<file path="src/rtl/tri_sched_pkg.sv">
// Shared types for the triangle scheduler: vertex/triangle layout, end-of-frame marker, FSM states.
// Pure declarations; no logic, no latency, no flow control.
package tri_sched_pkg;

    typedef struct packed {
        logic [11:0] z;
        logic [9:0]  y;
        logic [9:0]  x;
    } vertex_t;

    // Index 0 sits in the LSBs, so v0 occupies bits [31:0].
    typedef vertex_t [2:0] triangle_t;

    localparam triangle_t EOF_MARKER = 96'h0;

    typedef enum logic [2:0] {
        WAIT_VS,
        CLEAR,
        FETCH,
        WAIT_RD,
        ISSUE,
        DRAIN,
        WAIT_SWAP
    } sched_state_t;

endpackage

</file>
<file path="src/rtl/triangle_scheduler_if.sv">
// Triangle FIFO read port and pipeline hand-off bundled as one link.
// master = scheduler side, slave = FIFO/pipeline side; valid/ready on the pipeline half.
interface triangle_scheduler_if;
    import tri_sched_pkg::*;

    logic      fifo_empty;
    logic      fifo_rd_en;
    triangle_t fifo_dout;
    triangle_t triangle_coords;
    logic      tri_valid;
    logic      t_r;
    logic      pipe_busy;

    modport master (
        input  fifo_empty, fifo_dout, t_r, pipe_busy,
        output fifo_rd_en, triangle_coords, tri_valid
    );

    modport slave (
        output fifo_empty, fifo_dout, t_r, pipe_busy,
        input  fifo_rd_en, triangle_coords, tri_valid
    );

endinterface

</file>
<file path="src/rtl/tri_degen_check.sv">
// Flags a triangle whose vertices share an (x,y) position in any pair; z is ignored.
// Purely combinational, zero latency, no flow control.
module tri_degen_check
    import tri_sched_pkg::*;
(
    input  triangle_t tri_in,
    output logic      degen
);

    function automatic logic same_xy(input vertex_t a, input vertex_t b);
        return (a.x == b.x) && (a.y == b.y);
    endfunction

    assign degen = same_xy(tri_in[0], tri_in[1])
                || same_xy(tri_in[1], tri_in[2])
                || same_xy(tri_in[0], tri_in[2]);

endmodule

</file>
<file path="src/rtl/triangle_scheduler.sv">
// Per-frame sequencer: clear back buffer, stream FIFO triangles to the pipeline, swap on vsync.
// One triangle in flight; tri_valid waits on t_r, FETCH stalls on fifo_empty. TRI_DEGEN_CULL_EN drops degenerate triangles.
module triangle_scheduler
    import tri_sched_pkg::*;
#(
    parameter int FIFO_RD_LAT = 1,
    parameter int CNT_W       = 16
) (
    input  logic                 clk_100MHz,
    input  logic                 reset_ah,
    triangle_scheduler_if.master bus,
    input  logic                 vsync_n,
    output logic                 clear_start,
    input  logic                 clear_done,
    output logic                 buf_sel,
    output logic                 buf_swap,
    output logic [CNT_W-1:0]     tri_count,
    output logic                 frame_overrun
`ifdef TRI_DEGEN_CULL_EN
    ,
    output logic                 cull_pulse
`endif
);

    localparam logic [1:0] RD_LAT = 2'(FIFO_RD_LAT);

    sched_state_t state, state_d;
    logic         vs_q;
    logic [1:0]   wait_cnt;
    logic         vs_edge;
    logic         rd_done;
    logic         is_marker;
    logic         drop_tri;
    logic         rd_en_d;
    logic         clear_start_d;
    logic         buf_swap_d;
    logic         overrun_d;
    logic         load_tri;
    logic         accept;
    logic         zero_count;

    assign vs_edge   = vs_q & ~vsync_n;
    assign rd_done   = (state == WAIT_RD) && (wait_cnt == RD_LAT);
    assign is_marker = (bus.fifo_dout == EOF_MARKER);

`ifdef TRI_DEGEN_CULL_EN
    tri_degen_check u_degen (
        .tri_in (bus.fifo_dout),
        .degen  (drop_tri)
    );

    always_ff @(posedge clk_100MHz) begin
        if (reset_ah) cull_pulse <= 1'b0;
        else          cull_pulse <= rd_done && !is_marker && drop_tri;
    end
`else
    assign drop_tri = 1'b0;
`endif

    always_comb begin
        state_d       = state;
        rd_en_d       = 1'b0;
        // After a swap the clear request follows one cycle behind buf_swap.
        clear_start_d = buf_swap;
        buf_swap_d    = 1'b0;
        overrun_d     = 1'b0;
        load_tri      = 1'b0;
        accept        = 1'b0;
        zero_count    = 1'b0;
        unique case (state)
            WAIT_VS: begin
                if (vs_edge) begin
                    clear_start_d = 1'b1;
                    state_d       = CLEAR;
                end
            end
            CLEAR: begin
                // Ignore clear_done until the clear request has actually gone out.
                if (clear_done && !buf_swap) begin
                    zero_count = 1'b1;
                    state_d    = FETCH;
                end
            end
            FETCH: begin
                if (!bus.fifo_empty) begin
                    rd_en_d = 1'b1;
                    state_d = WAIT_RD;
                end
            end
            WAIT_RD: begin
                if (rd_done) begin
                    if (is_marker)     state_d = DRAIN;
                    else if (drop_tri) state_d = FETCH;
                    else begin
                        load_tri = 1'b1;
                        state_d  = ISSUE;
                    end
                end
            end
            ISSUE: begin
                if (bus.t_r) begin
                    accept  = 1'b1;
                    state_d = FETCH;
                end
            end
            DRAIN: begin
                if (!bus.pipe_busy) state_d = WAIT_SWAP;
            end
            WAIT_SWAP: begin
                if (vs_edge) begin
                    buf_swap_d = 1'b1;
                    state_d    = CLEAR;
                end
            end
            default: state_d = WAIT_VS;
        endcase
        // A vsync that lands while the frame is still being drawn (including the DRAIN exit cycle) is missed.
        if (vs_edge && (state != WAIT_VS) && (state != WAIT_SWAP)) overrun_d = 1'b1;
    end

    always_ff @(posedge clk_100MHz) begin
        if (reset_ah) begin
            state               <= WAIT_VS;
            vs_q                <= 1'b1;
            wait_cnt            <= 2'd0;
            bus.fifo_rd_en      <= 1'b0;
            bus.tri_valid       <= 1'b0;
            bus.triangle_coords <= '0;
            clear_start         <= 1'b0;
            buf_swap            <= 1'b0;
            buf_sel             <= 1'b0;
            frame_overrun       <= 1'b0;
            tri_count           <= '0;
        end else begin
            state          <= state_d;
            vs_q           <= vsync_n;
            bus.fifo_rd_en <= rd_en_d;
            clear_start    <= clear_start_d;
            buf_swap       <= buf_swap_d;
            frame_overrun  <= overrun_d;
            if (rd_en_d)                wait_cnt <= 2'd0;
            else if (state == WAIT_RD)  wait_cnt <= wait_cnt + 2'd1;
            if (load_tri) begin
                bus.triangle_coords <= bus.fifo_dout;
                bus.tri_valid       <= 1'b1;
            end else if (accept) begin
                bus.tri_valid       <= 1'b0;
            end
            if (buf_swap_d) buf_sel <= ~buf_sel;
            if (zero_count)                      tri_count <= '0;
            else if (accept && (tri_count != '1)) tri_count <= tri_count + CNT_W'(1);
        end
    end

endmodule

</file>
<file path="src/flat_wrapper.sv">
// flat-port wrapper written by rule: the top's interface ports become plain ports
module triangle_scheduler_flat import tri_sched_pkg::*;
#(
    parameter int FIFO_RD_LAT = 1,
    parameter int CNT_W       = 16
)
  (clk_100MHz, reset_ah, vsync_n, clear_start, clear_done, buf_sel, buf_swap, tri_count, frame_overrun, bus_fifo_empty, bus_fifo_dout, bus_t_r, bus_pipe_busy, bus_fifo_rd_en, bus_triangle_coords, bus_tri_valid);
  triangle_scheduler_if bus_i ();
  input  logic clk_100MHz;
  input  logic reset_ah;
  input  logic vsync_n;
  output logic clear_start;
  input  logic clear_done;
  output logic buf_sel;
  output logic buf_swap;
  output logic [CNT_W-1:0] tri_count;
  output logic frame_overrun;
  input wire logic [$bits(bus_i.fifo_empty)-1:0] bus_fifo_empty;
  input wire logic [$bits(bus_i.fifo_dout)-1:0] bus_fifo_dout;
  input wire logic [$bits(bus_i.t_r)-1:0] bus_t_r;
  input wire logic [$bits(bus_i.pipe_busy)-1:0] bus_pipe_busy;
  output wire logic [$bits(bus_i.fifo_rd_en)-1:0] bus_fifo_rd_en;
  output wire logic [$bits(bus_i.triangle_coords)-1:0] bus_triangle_coords;
  output wire logic [$bits(bus_i.tri_valid)-1:0] bus_tri_valid;
  assign bus_i.fifo_empty = bus_fifo_empty;
  assign bus_i.fifo_dout = bus_fifo_dout;
  assign bus_i.t_r = bus_t_r;
  assign bus_i.pipe_busy = bus_pipe_busy;
  assign bus_fifo_rd_en = bus_i.fifo_rd_en;
  assign bus_triangle_coords = bus_i.triangle_coords;
  assign bus_tri_valid = bus_i.tri_valid;
  triangle_scheduler #(.FIFO_RD_LAT(FIFO_RD_LAT), .CNT_W(CNT_W)) u_core (.clk_100MHz(clk_100MHz), .reset_ah(reset_ah), .bus(bus_i), .vsync_n(vsync_n), .clear_start(clear_start), .clear_done(clear_done), .buf_sel(buf_sel), .buf_swap(buf_swap), .tri_count(tri_count), .frame_overrun(frame_overrun));
endmodule
</file>
<file path="config.mk">
export PLATFORM = sky130hd
export DESIGN_NAME = triangle_scheduler_flat
export DESIGN_NICKNAME = d
export VERILOG_FILES = /design/src/rtl/tri_sched_pkg.sv /design/src/rtl/triangle_scheduler_if.sv /design/src/rtl/tri_degen_check.sv /design/src/rtl/triangle_scheduler.sv /design/src/flat_wrapper.sv
export SDC_FILE = /design/constraint.sdc
export NUM_CORES = 1
export LEC_CHECK = 0
export BUFFER_PORTS_ARGS = -buffer_cell sky130_fd_sc_hd__buf_4
export CORE_UTILIZATION = 50
export DETAILED_ROUTE_END_ITERATION = 10
export GPL_ROUTABILITY_DRIVEN = 0
export GPL_TIMING_DRIVEN = 0
export HOLD_SLACK_MARGIN = 0.06
export PLACE_DENSITY = 0.79
export SETUP_SLACK_MARGIN = 0.05
export SYNTH_ARGS = -nofsm -noshare
export SYNTH_HDL_FRONTEND = slang
export SYNTH_HIERARCHICAL = 1
export SYNTH_SLANG_ARGS = --single-unit
</file>
<file path="constraint.sdc">
create_clock -name clk_100MHz -period 2.65 [get_ports clk_100MHz]
set_input_delay 0.265 -clock clk_100MHz [delete_from_list [all_inputs] [get_ports clk_100MHz]]
set_output_delay 0.265 -clock clk_100MHz [all_outputs]
set_load 0.01 [all_outputs]
</file>
# Yosys cells after proc, flatten, opt, wreduce, memory -nomap -nowiden

Index checks and enable logic that the tools add are counted.
W data, S select, Z words.

Logic and storage cells: 77
Flip-flop bits (word level): 124

Bitwise logic cells: 3
Reduce and logical (&&, ||, !) cells: 14
Add/sub/neg operators: 2
Equal/unequal tests: 15
Mux-type cells: 24

Operator list:

| kind                    | number |
|---|---|
| $logic_not A96 Y1       | 1 |
| $mux W3                 | 6 |
| $pmux W3 S6             | 1 |
| $mux W1                 | 17 |
| $add A16 B1 Y16 const B | 1 |
| $ne A16 B16 Y1 const B  | 1 |
| $eq A3 B3 Y1 const B    | 3 |
| $eq A3 B2 Y1 const B    | 2 |
| $ne A2 B1 Y1 const B    | 3 |
| $ne A2 B2 Y1 const B    | 3 |
| $reduce_and A6 Y1       | 1 |
| $reduce_or A2 Y1        | 3 |
| $logic_and A1 B1 Y1     | 5 |
| $eq A3 B1 Y1 const B    | 1 |
| $logic_not A3 Y1        | 1 |
| $ne A3 B3 Y1 const B    | 1 |
| $reduce_bool A3 Y1      | 1 |
| $add A2 B1 Y2 const B   | 1 |
| $eq A2 B1 Y1 const B    | 1 |
| $not A1 Y1              | 2 |
| $reduce_bool A2 Y1      | 1 |
| $and A1 B1 Y1           | 1 |
| $logic_not A1 Y1        | 1 |

# Logic depth before layout (Yosys ltp)

Depth in word-level cells: 5
Depth in mapped cells: 8
Gate-level depth less buffers: 7

# Least setup slack after synthesis

Ideal clock, no wire load.

Path type: reg2reg
From: reg u_core.tri_count[6]
To: reg u_core.tri_count[0]
Clock period less this slack: 1.938 ns
Cell stages (with the launch flop): 7
Arrival: 1.818 ns
Library setup time: 0.120 ns
Required time: 2.530 ns
Buffers on the path: 1
Setup slack: 0.712 ns
Path through: dfxtp_1 nand4_1 nor4_1 buf_2 nor2_1 xnor2_1 nor2_1

Longest elaborated chain between the ends: 2

RTL lines:

| item                   | line                      | source |
|---|---|---|
| start, declared        | triangle_scheduler.sv:17  | `output logic [CNT_W-1:0] tri_count,` |
| start signal, assigned | triangle_scheduler.sv:151 | `else if (accept && (tri_count != '1)) tri_count <= tri_count + CNT_W'(1);` |
| $ne A16 B16 Y1         | triangle_scheduler.sv:151 |  |
| $logic_and A1 B1 Y1    | triangle_scheduler.sv:151 |  |

Every way passes these cells.
A chain may end at the register's enable or synchronous reset.

# Worst setup path after layout

From: reg u_core.state[1]
To: reg, netlist name u_core/bus.triangle_coords[59]

Longest elaborated chain between the ends: 4

RTL lines:

| item                   | line                                               | source |
|---|---|---|
| start, declared        | triangle_scheduler.sv:27                           | `sched_state_t state, state_d;` |
| start signal, assigned | triangle_scheduler.sv:135                          | `state <= state_d;` |
| $eq A3 B2 Y1 (*)       | triangle_scheduler.sv:43, triangle_scheduler.sv:70 |  |
| $logic_and A1 B1 Y1    | triangle_scheduler.sv:43                           | `assign rd_done = (state == WAIT_RD) && (wait_cnt == RD_LAT);` |
| $mux W1                | triangle_scheduler.sv:91                           | `if (rd_done) begin` |
| $mux W1 (*)            | triangle_scheduler.sv:70                           | `unique case (state)` |

Mark *: on every way between the ends. The rest lies on a longest branch, timed or not.

==> flow_metrics.env <==
export IMPL_viasPerCell=5.99
export IMPL_grt_start_max_net_pins=17
export IMPL_whs_ns=0.0800
export IMPL_htreeDepth=4
export IMPL_grt_pass1_vias=6357
export IMPL_num_vias=7047
export IMPL_dr_pass1_iters=5
export IMPL_cts_buffer_depth=2
export IMPL_endpoint_kind="flip-flop"
export IMPL_maxCapViolCount=0
export IMPL_crit_path_frequent_cell="buf_2"
export IMPL_relSlewSlack_pct=29.6
export IMPL_ys_types=39
export IMPL_postCtsSetupBuffers=0
export IMPL_overflow=0
export IMPL_final_fill_count=1010
export IMPL_finalNetCount=1122
export IMPL_timing_final_ws_setup_ns=0.272
export IMPL_max_stage_delay_ns=0.41
export IMPL_port_buffers=220
export IMPL_drt_iter0_drc=989
export IMPL_syn_to_final_growth_pct=39.6
export IMPL_die_h_um=113
export IMPL_syn_nets=881
export IMPL_seq_area_mm2=0.00248
export IMPL_skew_ns=0.00750
export IMPL_critPathKind="reg2reg"
export IMPL_status="finished, final reports clean"
export IMPL_cts_tree="built"
export IMPL_finalCriticalPeriod_ns=2.38
export IMPL_ant_nets=0
export IMPL_hold_viol=0
export IMPL_cts_sinks=124
export IMPL_peakVddDrop_mv=0.349
export IMPL_grt_pass1_wl_um=31400
export IMPL_place_hpwl_um=14000
export IMPL_worst_ep_arrival_time_ns=2.73
export IMPL_cp_required_ns=3.00
export IMPL_syn_instance_count=776
export IMPL_critPathSlowestCell="nor2b_1"
export IMPL_power_density_mw_per_mm2=523
export IMPL_multi_input_comb_area_mm2=0.00330
export IMPL_yosysWarnings=6
export IMPL_worstSetupStartpointType="flip-flop"
export IMPL_clkSlewWorstSetupHoldPaths_ns=0.05
export IMPL_grt_antenna_before_repair=0
export IMPL_final_area_mm2=0.00853
export IMPL_cp_num_buf_inv=4
export IMPL_placementRows=40
export IMPL_post_place_ws_ns=-0.177
export IMPL_hp_class="in2reg"
export IMPL_p_leak_uw=0.00331
export IMPL_crit_path_max_fanout=10
export IMPL_antennaDiodeCount=0
export IMPL_coreArea_mm2=0.0120
export IMPL_clockRootBuffer="clkbuf_16"
export IMPL_fin_crit_sh_pct=89.7
export IMPL_drc=0
export IMPL_ys_seq_area_share_pct=40.6
export IMPL_fmax_ghz=0.421
export IMPL_finalSetupViolations=0
export IMPL_timing_final_max_slew_violations=0
export IMPL_path_cells="buf_2 -> nor2b_1 -> and3_1 -> buf_2 -> buf_2 -> clkbuf_1 -> nand3_1 -> nand3_1"
export IMPL_die_area_mm2=0.0127
export IMPL_avgSynthCellArea_um2=7.88
export IMPL_rsz0062_at_grt="no"
export IMPL_avgRoutedWirePerCell_um=16.7
export IMPL_dpl_cell_area_mm2=0.00795
export IMPL_track_usage_pct=31.1
export IMPL_post_route_cells_drive_above_1_share_pct=26.9
export IMPL_synthArstFlopShare_pct=0
export IMPL_cp_top_family="buffers and inverters"
export IMPL_netlist_area_mm2=0.00611
export IMPL_tightest_slew_ns=1.05
export IMPL_totalWireLength_um=19700
export IMPL_num_io_pins=221
export IMPL_numCtsBuffers=17
export IMPL_synthFlopType="dfxtp_1"
export IMPL_ys_ff_latch=124
export IMPL_synth_edf_count=0
export IMPL_start_util_pct=51.1
export IMPL_die_w_um=113
export IMPL_clkLatencyLatePin_ns=0.42
## cell usage in the layout, fill, tap and decap left out, drive strengths merged, types with 9 or more instances in the layout
| master | instances |
|---|---|
| nor2b | 34 |
| dfxtp | 124 |
| nor4 | 29 |
| nand4 | 11 |
| xnor2 | 17 |
| clkbuf | 83 |
| nor2 | 26 |
| o311ai | 64 |
| buf | 237 |
| nand2 | 108 |
| nand3 | 223 |
| nor3 | 9 |
## per-stage QoR
stage               util (%)  total power (µW)  std cells  TNS (ns)
finish                  71.3              4460       1177         0
global route            71.3              4600       1177         0
CTS                     71.3              4480       1177         0
detailed placement      66.4              2300       1143     -3.45
global placement        66.4              2300       1143     -3.30
floorplan                  -              2100        776         0
## cells in the mapped netlist, types with 2 or more instances
master	count	area share, %
a21oi_1	8	0.66
a2bb2oi_1	3	0.43
a311oi_1	2	0.29
and3_1	5	0.51
buf_1	9	0.55
buf_2	6	0.49
buf_6	2	0.37
clkbuf_1	58	3.6
dfxtp_1	124	41
ha_1	2	0.41
inv_1	7	0.43
nand2_1	108	6.6
nand2b_1	4	0.41
nand3_1	223	18
nand4_1	11	1.1
nor2_1	26	1.6
nor2b_1	34	3.5
nor3_1	9	0.74
nor3b_1	3	0.37
nor4_1	29	3.0
nor4b_1	2	0.29
o21ai_0	5	0.41
o311ai_0	8	1.1
o311ai_1	40	5.7
o311ai_2	16	4.3
or2_2	2	0.20
or3_1	2	0.20
xnor2_1	17	2.4
## report_power, final
part | internal (µW) | switching (µW) | leakage (µW)
clock | 1380 | 811 | 0.000277
combinational | 168 | 211 | 0.00203
sequential | 1880 | 9.22 | 0.000999
total | 3430 | 1030 | 0.00331
## logic make-up (layout without fill, tap and decap cells)
logic type	Yosys count	count (layout)	synth area share (%)
buf+inv	83	337	5.47
compound gates	86	86	13.4
flops	124	124	40.6
simple gates	464	464	37.6
fa+ha+maj	2	2	0.409
xor+xnor	17	17	2.44
## worst min-delay path, delay by kind of cell
family        cells  cell delay [ns]
buf+inv           1             0.08
simple gates      2             0.11
## state kept, by name (all words and copies together), names as in the netlist
name,count
u_core/vs_q,1
u_core/state,3
u_core/bus.triangle_coords,96
u_core/clear_start,1
u_core/buf_swap,1
u_core/tri_count,16
u_core/frame_overrun,1
u_core/bus.tri_valid,1
u_core/bus.fifo_rd_en,1
u_core/wait_cnt,2
u_core/buf_sel,1
## path summary, 6_finish.rpt
| check | startpoint | end | slack (ns) | depth (start not counted) |
|---|---|---|---|---|
| max | u_core/state[1]$_SDFFE_PP0P_ | u_core/bus.triangle_coords[59]$_SDFFE_PP0P_ | 0.27 | 8 |
| min | bus_fifo_dout[85] | u_core/bus.triangle_coords[85]$_SDFFE_PP0P_ | 0.08 | 3 |
| max reg2reg | u_core/state[1]$_SDFFE_PP0P_ | u_core/bus.triangle_coords[59]$_SDFFE_PP0P_ | 0.27 | 8 |
| min reg2reg | u_core/bus.tri_valid$_SDFFE_PP0P_ | u_core/bus.tri_valid$_SDFFE_PP0P_ | 0.46 | 2 |
## layer usage
| metal | GRT usage (%) | vias up | part of all wire (%) |
|---|---|---|---|
| met1 | 41.8 | 3321 | 44 |
| met5 | 0 | - | 0 |
| met4 | 15.9 | 0 | 3.3 |
| met2 | 46.9 | 342 | 46 |
| met3 | 6.53 | 46 | 7.1 |
| li1 | - | 3338 | - |
## what timing repair did
action / CTS / global route
hold endpoints to repair: 2 / 0
hold buffers: 2 / 0
endpoints found under the setup margin: 0 / 10
resized for setup: 0 / 1
## layout make-up
class	count	share of cell area, %
Timing Repair Buffer	222	19.6
Tap cell	147	2.16
Clock buffer	25	5.81
Sequential cell	124	29.1
Clock inverter	7	0.733
Multi-Input combinational cell	569	38.7
Inverter	8	0.352
Buffer	75	3.56
(Power assumes the default switching activity.)
